## config.mk

```make
export PLATFORM = sky130hd
export DESIGN_NAME = data_mem_wbuf
export DESIGN_NICKNAME = d
export VERILOG_FILES = /design/src/rtl/data_mem_wbuf_pkg.sv /design/src/rtl/data_mem_wbuf_fifo.sv /design/src/rtl/data_mem_wbuf.sv
export SDC_FILE = /design/constraint.sdc
export NUM_CORES = 1
export LEC_CHECK = 0
export CAP_MARGIN = 0
export CORE_MARGIN = 2
export CORE_UTILIZATION = 55
export CTS_CLUSTER_DIAMETER = 200
export DETAILED_ROUTE_END_ITERATION = 16
export GPL_TIMING_DRIVEN = 0
export PLACE_DENSITY_LB_ADDON = 0.25
export SYNTH_ARGS = -nofsm -noshare
export SYNTH_HDL_FRONTEND = slang
export SYNTH_HIERARCHICAL = 1
export SYNTH_SLANG_ARGS = --single-unit
export TNS_END_PERCENT = 50
```

## constraint.sdc

```tcl
create_clock -name clk -period 11.05 [get_ports clk]
set_input_delay 1.6575 -clock clk [delete_from_list [all_inputs] [get_ports clk]]
set_output_delay 1.6575 -clock clk [all_outputs]
set_load 0.02 [all_outputs]
```

## src/rtl/data_mem_wbuf_pkg.sv

```systemverilog
`default_nettype none
// ============================================================================
// Module   : data_mem_wbuf_pkg
// Brief    : Shared types and helpers for the data-memory write buffer.
// Revision : 1.0
// ============================================================================
package data_mem_wbuf_pkg;

  localparam int unsigned DEPTH_DEFAULT = 4;
  // Entries carry the widest supported address; unused upper bits stay zero.
  localparam int unsigned AW_MAX = 64;

  typedef struct packed {
    logic [AW_MAX-1:0] addr;
    logic [31:0]       data;
  } entry_t;

  function automatic int unsigned clog2(input int unsigned n);
    int unsigned r;
    r = 0;
    for (int unsigned i = 0; i < 32; i++) begin
      if ((32'd1 << i) < n) r = i + 1;
    end
    return r;
  endfunction

endpackage
`default_nettype wire

```

## src/rtl/data_mem_wbuf_fifo.sv

```systemverilog
`default_nettype none
// ============================================================================
// Module   : wbuf_fifo
// Brief    : In-order store FIFO exposing every entry and its valid bit.
// Revision : 1.0
// ============================================================================
module wbuf_fifo
  import data_mem_wbuf_pkg::*;
#(
  parameter  int unsigned DEPTH = DEPTH_DEFAULT,
  localparam int unsigned PW    = clog2(DEPTH)
) (
  input  logic                   clk,
  input  logic                   rst,
  input  logic                   i_push,
  input  entry_t                 i_push_entry,
  input  logic                   i_pop,
  output logic                   o_full,
  output logic                   o_empty,
  output logic [PW-1:0]          o_head_ptr,
  output entry_t [DEPTH-1:0]     o_entries,
  output logic [DEPTH-1:0]       o_valid
);

  localparam int unsigned        CW           = PW + 1;
  localparam logic [CW-1:0]      c_full_count = CW'(DEPTH);

  logic [PW-1:0]      head_ptr_q, head_ptr_d;
  logic [PW-1:0]      tail_ptr_q, tail_ptr_d;
  logic [CW-1:0]      count_q, count_d;
  logic [DEPTH-1:0]   valid_q, valid_d;
  entry_t [DEPTH-1:0] entries_q, entries_d;

  logic w_full, w_empty, w_do_push, w_do_pop;

  assign w_full  = (count_q == c_full_count);
  assign w_empty = (count_q == '0);
  // A full buffer refuses the store even if the head drains this cycle.
  assign w_do_push = i_push && !w_full;
  assign w_do_pop  = i_pop && !w_empty;

  always_comb begin
    head_ptr_d = head_ptr_q;
    tail_ptr_d = tail_ptr_q;
    count_d    = count_q;
    valid_d    = valid_q;
    entries_d  = entries_q;

    if (w_do_pop) begin
      valid_d[head_ptr_q] = 1'b0;
      head_ptr_d          = head_ptr_q + PW'(1);
    end
    if (w_do_push) begin
      entries_d[tail_ptr_q] = i_push_entry;
      valid_d[tail_ptr_q]   = 1'b1;
      tail_ptr_d            = tail_ptr_q + PW'(1);
    end

    case ({w_do_push, w_do_pop})
      2'b10:   count_d = count_q + CW'(1);
      2'b01:   count_d = count_q - CW'(1);
      default: count_d = count_q;
    endcase
  end

  always_ff @(posedge clk) begin
    if (rst) begin
      head_ptr_q <= '0;
      tail_ptr_q <= '0;
      count_q    <= '0;
      valid_q    <= '0;
    end else begin
      head_ptr_q <= head_ptr_d;
      tail_ptr_q <= tail_ptr_d;
      count_q    <= count_d;
      valid_q    <= valid_d;
      entries_q  <= entries_d;
    end
  end

  assign o_full     = w_full;
  assign o_empty    = w_empty;
  assign o_head_ptr = head_ptr_q;
  assign o_entries  = entries_q;
  assign o_valid    = valid_q;

endmodule
`default_nettype wire

```

## src/rtl/data_mem_wbuf.sv

```systemverilog
`default_nettype none
// ============================================================================
// Module   : data_mem_wbuf
// Brief    : Posted-store write buffer with youngest-match load forwarding.
// Revision : 1.0
// ============================================================================
module data_mem_wbuf
  import data_mem_wbuf_pkg::*;
#(
  parameter int unsigned DEPTH = DEPTH_DEFAULT,
  parameter int unsigned AW    = 32
) (
  input  logic          clk,
  input  logic          reset,
  input  logic [AW-1:0] ALUOut,
  input  logic [31:0]   WriteData,
  input  logic          MemWrite,
  output logic [31:0]   ReadData,
  output logic          Stall,
  output logic [AW-1:0] mem_raddr,
  input  logic [31:0]   mem_rdata,
  output logic          mem_wreq,
  output logic [AW-1:0] mem_waddr,
  output logic [31:0]   mem_wdata,
  input  logic          mem_wack
);

  localparam int unsigned PW = clog2(DEPTH);

  logic                 w_full, w_empty, w_push;
  logic [PW-1:0]        w_head_ptr;
  entry_t [DEPTH-1:0]   w_entries;
  logic [DEPTH-1:0]     w_valid;
  entry_t               w_push_entry;
  entry_t               w_head;
  logic [AW_MAX-1:0]    w_alu_ext;
  logic [PW-1:0]        w_idx;
  logic                 w_fwd_hit;
  logic [31:0]          w_fwd_data;

  assign w_alu_ext         = AW_MAX'(ALUOut);
  assign w_push            = MemWrite && !reset;
  assign w_push_entry.addr = w_alu_ext;
  assign w_push_entry.data = WriteData;

  wbuf_fifo #(
    .DEPTH (DEPTH)
  ) u_fifo (
    .clk          (clk),
    .rst          (reset),
    .i_push       (w_push),
    .i_push_entry (w_push_entry),
    .i_pop        (mem_wack),
    .o_full       (w_full),
    .o_empty      (w_empty),
    .o_head_ptr   (w_head_ptr),
    .o_entries    (w_entries),
    .o_valid      (w_valid)
  );

  // Walk oldest to youngest so the last word-address match wins.
  always_comb begin
    w_fwd_hit  = 1'b0;
    w_fwd_data = '0;
    w_idx      = '0;
    for (int k = 0; k < int'(DEPTH); k++) begin
      w_idx = w_head_ptr + PW'(k);
      if (w_valid[w_idx] &&
          (w_entries[w_idx].addr[AW_MAX-1:2] == w_alu_ext[AW_MAX-1:2])) begin
        w_fwd_hit  = 1'b1;
        w_fwd_data = w_entries[w_idx].data;
      end
    end
  end

  assign w_head    = w_entries[w_head_ptr];
  assign ReadData  = w_fwd_hit ? w_fwd_data : mem_rdata;
  assign Stall     = w_full;
  assign mem_raddr = ALUOut;
  assign mem_wreq  = !w_empty;
  // Head storage is not cleared by reset, so the write bus is gated when idle.
  assign mem_waddr = mem_wreq ? AW'(w_head.addr) : '0;
  assign mem_wdata = mem_wreq ? w_head.data : '0;

endmodule
`default_nettype wire
```

; After elaboration in Yosys (flattened, before gate mapping)
; Cells that the tools add are included.
[totals]
reg_bits = 395
input_bits = 100
out_inout_bits = 130
wordCells = 88
[classes]
add_sub_neg = 6
magnitude_cmp = 7
n_eq_ne = 7
muxes = 37
bitwise = 4
reduce_logical = 15
[op_table]
columns = operator, n
row1 = binary-select mux 96 bit (select 2 bit), 4
row2 = 2-to-1 mux 96 bit, 5
row3 = bitwise mux 384 bit, 1
row4 = equality test 62 x 30 -> 1 bit, 4
row5 = 2-to-1 mux 32 bit, 7
row6 = demux 96 bit (select 2 bit), 1
row7 = "< comparator 2 x 3 -> 1 bit, second input constant", 5
row8 = 2-to-1 mux 1 bit, 10
row9 = logical AND 1 bit, 9
row10 = binary-select mux 1 bit (select 2 bit), 4
row11 = 2-to-1 mux 4 bit, 2
row12 = case mux 3 bit (2 select lines), 1
row13 = "adder 2 x 1 -> 2 bit, second input constant", 2
row14 = "adder 2 bit, second input constant", 2
row15 = bitwise AND 4 bit, 1
row16 = demux 1 bit (select 2 bit), 2
row17 = ">= comparator 2 x 1 -> 1 bit, second input constant", 2
row18 = inverter 4 bit, 1
row19 = OR 4 bit, 1
row20 = "adder 3 x 1 -> 3 bit, second input constant", 1
row21 = "equality test 3 bit, second input constant", 1
row22 = zero test 1 bit, 3
row23 = zero test 3 bit, 1
row24 = "subtractor 3 x 1 -> 3 bit, second input constant", 1
row25 = 5 further kinds, 5

; Longest topological paths before layout
[logic_depth]
ltp_word = 9
depth_mapped = 17
depth_no_buf = 9

; Modules after synthesis
; Netlist, hierarchy kept.
[by_module_without_submodules]
columns = module, n_inst, cells_each, area_each_um2, seq_area_each_um2
row1 = wbuf_fifo, 1, 452, 12182.9, 11751.3
row2 = data_mem_wbuf, 1, 1407, 10171.0, 0.0

; Worst setup path after synthesis
; OpenSTA, ideal clock, no wires.
[synth_path]
kind = input-to-output
startpoint = in ALUOut[30]
endpoint = out ReadData[10]
t_arrival_ns = 4.049
required_ns = 9.392
slack_ns = 5.344
path_stages = 11
path_buffers = 3
path_cell_list = clkbuf_1 a221oi_1 a41oi_1 nor4_1 o211ai_1 or4b_1 and4_1 buf_6 a41oi_4 buf_6 a21bo_1
[synth_between]
elab_chain_len = 7
elab_cells_between_ends = 17
cone_classes = eq/ne: 4 / mux: 9 / reduce/logical: 4
[synth_rtl]
columns = element, line_no
row1 = "start, declared", data_mem_wbuf.sv:15  ; input logic [AW-1:0] ALUOut,
row2 = equality test 62 x 30 -> 1 bit, data_mem_wbuf.sv:69  ; (w_entries[w_idx].addr[AW_MAX-1:2] == w_alu_ext[AW_MAX-1:2])) begin
row3 = logical AND 1 bit, data_mem_wbuf.sv:68  ; if (w_valid[w_idx] &&
row4 = 2-to-1 mux 32 bit / 2-to-1 mux 1 bit (equally long branches) (4 in a row), data_mem_wbuf.sv:68
row5 = 2-to-1 mux 32 bit *, data_mem_wbuf.sv:77  ; assign ReadData = w_fwd_hit ? w_fwd_data : mem_rdata;
row6 = "end, declared", data_mem_wbuf.sv:18  ; output logic [31:0] ReadData,
; Mark *: on every way between the ends. The rest lies on a longest branch, timed or not.

; Worst setup path after layout
[layout_path]
startpoint = in ALUOut[30]
endpoint = out ReadData[3]
; The elaborated chain is that of the path after synthesis.

==> results.cfg <==
[place]
io_buffer_count = 229
gp_congestion = 0.974
dp_hpwl_mm = 53.2

[clock_network]
cts_root_buf = clkbuf_16
cts.repair.resized = 0
cts_tree = yes
cts_buffers = 41
clk_latency_ps = 570
postCtsSetupRepairBufs = 0
clk_path_buf_depth = 3
htreeDepth = 2
cts_hold_buf = 0
clk_pin_slew_ps = 60
cts.sinks = 395

[run_status]
outcome = complete, no violations

[worst_setup_path]
ff2ff_path_depth = 4
crit_cells = 13
crit_buf_inv = 5
timing.rr.end = u_fifo/o_entries[243]$_DFFE_PP_
crit_path_top_delay_cell = clkdlybuf4s50_1
crit_family = buffers and inverters
worstSetupPathType = in -> out
path_cells = clkdlybuf4s50_1, clkbuf_1, xor2_1, a21oi_1, or4_1, nor4_1, nand3_1, and4_1, buf_6, a41oi_4, buf_6, a21bo_1, clkdlybuf4s50_1
r2r-start = u_fifo/count_q[0]$_SDFFE_PP0P_
max_stage_delay_ps = 620
crit_start = ALUOut[30]
path_max_fanout = 10
rrSetupSlack_ps = 8680
startpoint_type = primary input
worst_setup_path_end_kind = primary output
crit_required_ps = 9390
arrival_ps = 6640
crit_end = ReadData[3]

[floorplanning]
num_rows = 73
die_area_um2 = 42300
start_util_pct = 56.0
ios = 230
core-area_um2 = 39900
die_w_um = 206
die_height_um = 206

[global_routing]
grt_overflow = 0
grt_pass1_vias = 17400
antenna_found_initial = 1
grt_pass1_wl_mm = 109
grt_max_degree = 59
grt_use_total_pct = 35.3

[synth]
netlist_area_um2 = 22400
synth_cell_types = 80
synth_edf_count = 384
ys_ff_latch = 395
synth_cells = 1859
synth_flop_cell = edfxtp_1
async_flop_share_pct = 0
synth_warnings = 6
synth_seq_area_share_pct = 52.6
syn-mean-instance-area_um2 = 12.0

[power_and_ir_drop]
peakVddDrop_uv = 140
cellPowerDensity_nw_per_um2 = 191
p_leak_nw = 9.11

[detailed_routing]
drc = 0
drtPass1Iterations = 8
drt-total-wl_mm = 74.4
via_per_inst = 6.26
drtIter0Drc = 2079
ant_nets = 0
num_vias = 17700
wire_per_inst_um = 26.4

[timing]
finalHoldViolations = 0
worstMarginPinSlew_ps = 980
period_needed_ps = 8290
fin_skew_ps = 26.0
setup_viol = 0
slew_violations = 0
fmax_ghz = 0.121
finalSetupTns_ps = 0
slew_headroom_pct = 34.3
period_share_pct = 75.1
rsz0062_at_grt = no

[final_layout]
final_core_util_pct = 68.2
nets = 2372
area_growth_pct = 21.9
drive_gt1_share_pct = 11.9

[worst_hold_path]
min-delay-path-class = reg -> reg

[job]
drv_cap = 0
-- per-stage QoR --
step                      power [W]  cells  instance area [um2]  hold WS, ps  setup slack (ps)
final                       0.00520   2821                27200          539              2760
after global routing        0.00537   2819                27200          595              2670
after CTS                   0.00517   2818                27200          545              2850
after detailed placement    0.00382   2744                25900          536              2870
after global placement      0.00380   2740                25800          510              2850
after floorplan             0.00295   1986                22800          485              5340
-- state kept, by name, summed over array words and instances, names as in the netlist --
signal             cells
u_fifo/tail_ptr_q      2
u_fifo/count_q         3
u_fifo/o_entries     384
u_fifo/o_valid         4
u_fifo/o_head_ptr      2
-- layout make-up --
type / count / area, um2
well taps: 525 / 657
flip-flops and latches: 395 / 11800
plain buffers: 170 / 976
inverters: 19 / 71.3
multi-input cells: 1402 / 10000
diodes: 3 / 7.51
repair buffers: 233 / 2400
fillers: 2906 / 12700
clock inverters: 28 / 282
clock buffers: 46 / 1040
-- per-layer routing --
metal	vias up	GRT usage (%)	share of wire, %
met2	1130	58.9	48
met4	0	13.9	3.9
met3	204	7.11	9.6
met5	-	0	0
met1	8644	45.5	38
li1	7675	-	-
-- cell usage after synthesis (all sizes together) (30+ instances only) --
library cell / n / area (um2)
buf: 102 / 721
edfxtp: 384 / 11500
nand3: 43 / 215
clkbuf: 68 / 255
or3: 35 / 219
mux2i: 210 / 2110
nand4: 33 / 213
nor2: 100 / 375
mux4: 50 / 1130
nand2: 218 / 818
xnor2: 91 / 805
a31oi: 35 / 219
o21ai: 53 / 265
and2: 30 / 188
a21bo: 32 / 320
mux2: 49 / 552
a21oi: 85 / 425
nor4: 35 / 225
-- cell usage in the layout, fill, tap and decap left out, drive strengths merged, types with 50 or more instances in the layout --
master / instances
a21oi: 85
buf: 106
clkbuf: 114
clkdlybuf4s50: 229
conb: 128
edfxtp: 384
mux2i: 210
mux4: 50
nand2: 218
nor2: 100
o21ai: 53
xnor2: 91
-- worst reg2reg max path, cell delays in order (launching register included) --
cell and delay, ps:
dfxtp_1 480, nor3b_4 120, nor3_4 280, and2_4 700, buf_16 390
-- power by group --
part	internal, W	switching [W]	total (W)
registers	0.00168	0.0000237	0.00170
clock network	0.000779	0.000582	0.00136
logic	0.000791	0.00135	0.00214
-- how the worst min path moves through the flow --
| stage | cells after the start | to | slack (ps) | from |
|---|---|---|---|---|
| floorplan | 2 | u_fifo/count_q[2]$_SDFFE_PP0P_ | 480 | u_fifo/count_q[2]$_SDFFE_PP0P_ |
| global placement | 2 | u_fifo/count_q[2]$_SDFFE_PP0P_ | 510 | u_fifo/count_q[2]$_SDFFE_PP0P_ |
| detailed placement | 2 | u_fifo/tail_ptr_q[0]$_SDFFE_PP0N_ | 540 | u_fifo/tail_ptr_q[0]$_SDFFE_PP0N_ |
| CTS | 2 | u_fifo/tail_ptr_q[0]$_SDFFE_PP0N_ | 540 | u_fifo/tail_ptr_q[0]$_SDFFE_PP0N_ |
| global route | 2 | u_fifo/tail_ptr_q[0]$_SDFFE_PP0N_ | 600 | u_fifo/tail_ptr_q[0]$_SDFFE_PP0N_ |
| finish | 2 | u_fifo/tail_ptr_q[0]$_SDFFE_PP0N_ | 540 | u_fifo/tail_ptr_q[0]$_SDFFE_PP0N_ |
-- logic make-up after synthesis --
kind of cell / count (synthesis) / share of synthesized area (%)
adders and majority gates: 10 / 0.593
DFF: 395 / 52.6
muxes: 309 / 16.9
AOI/OAI and AO/OA: 286 / 8.56
other: 1 / 0.0168
and+or+nand+nor: 564 / 12.5
buffers and inverters: 189 / 4.68
xor gates and xnor gates: 105 / 4.15
Power figures use the tool's default switching activity.
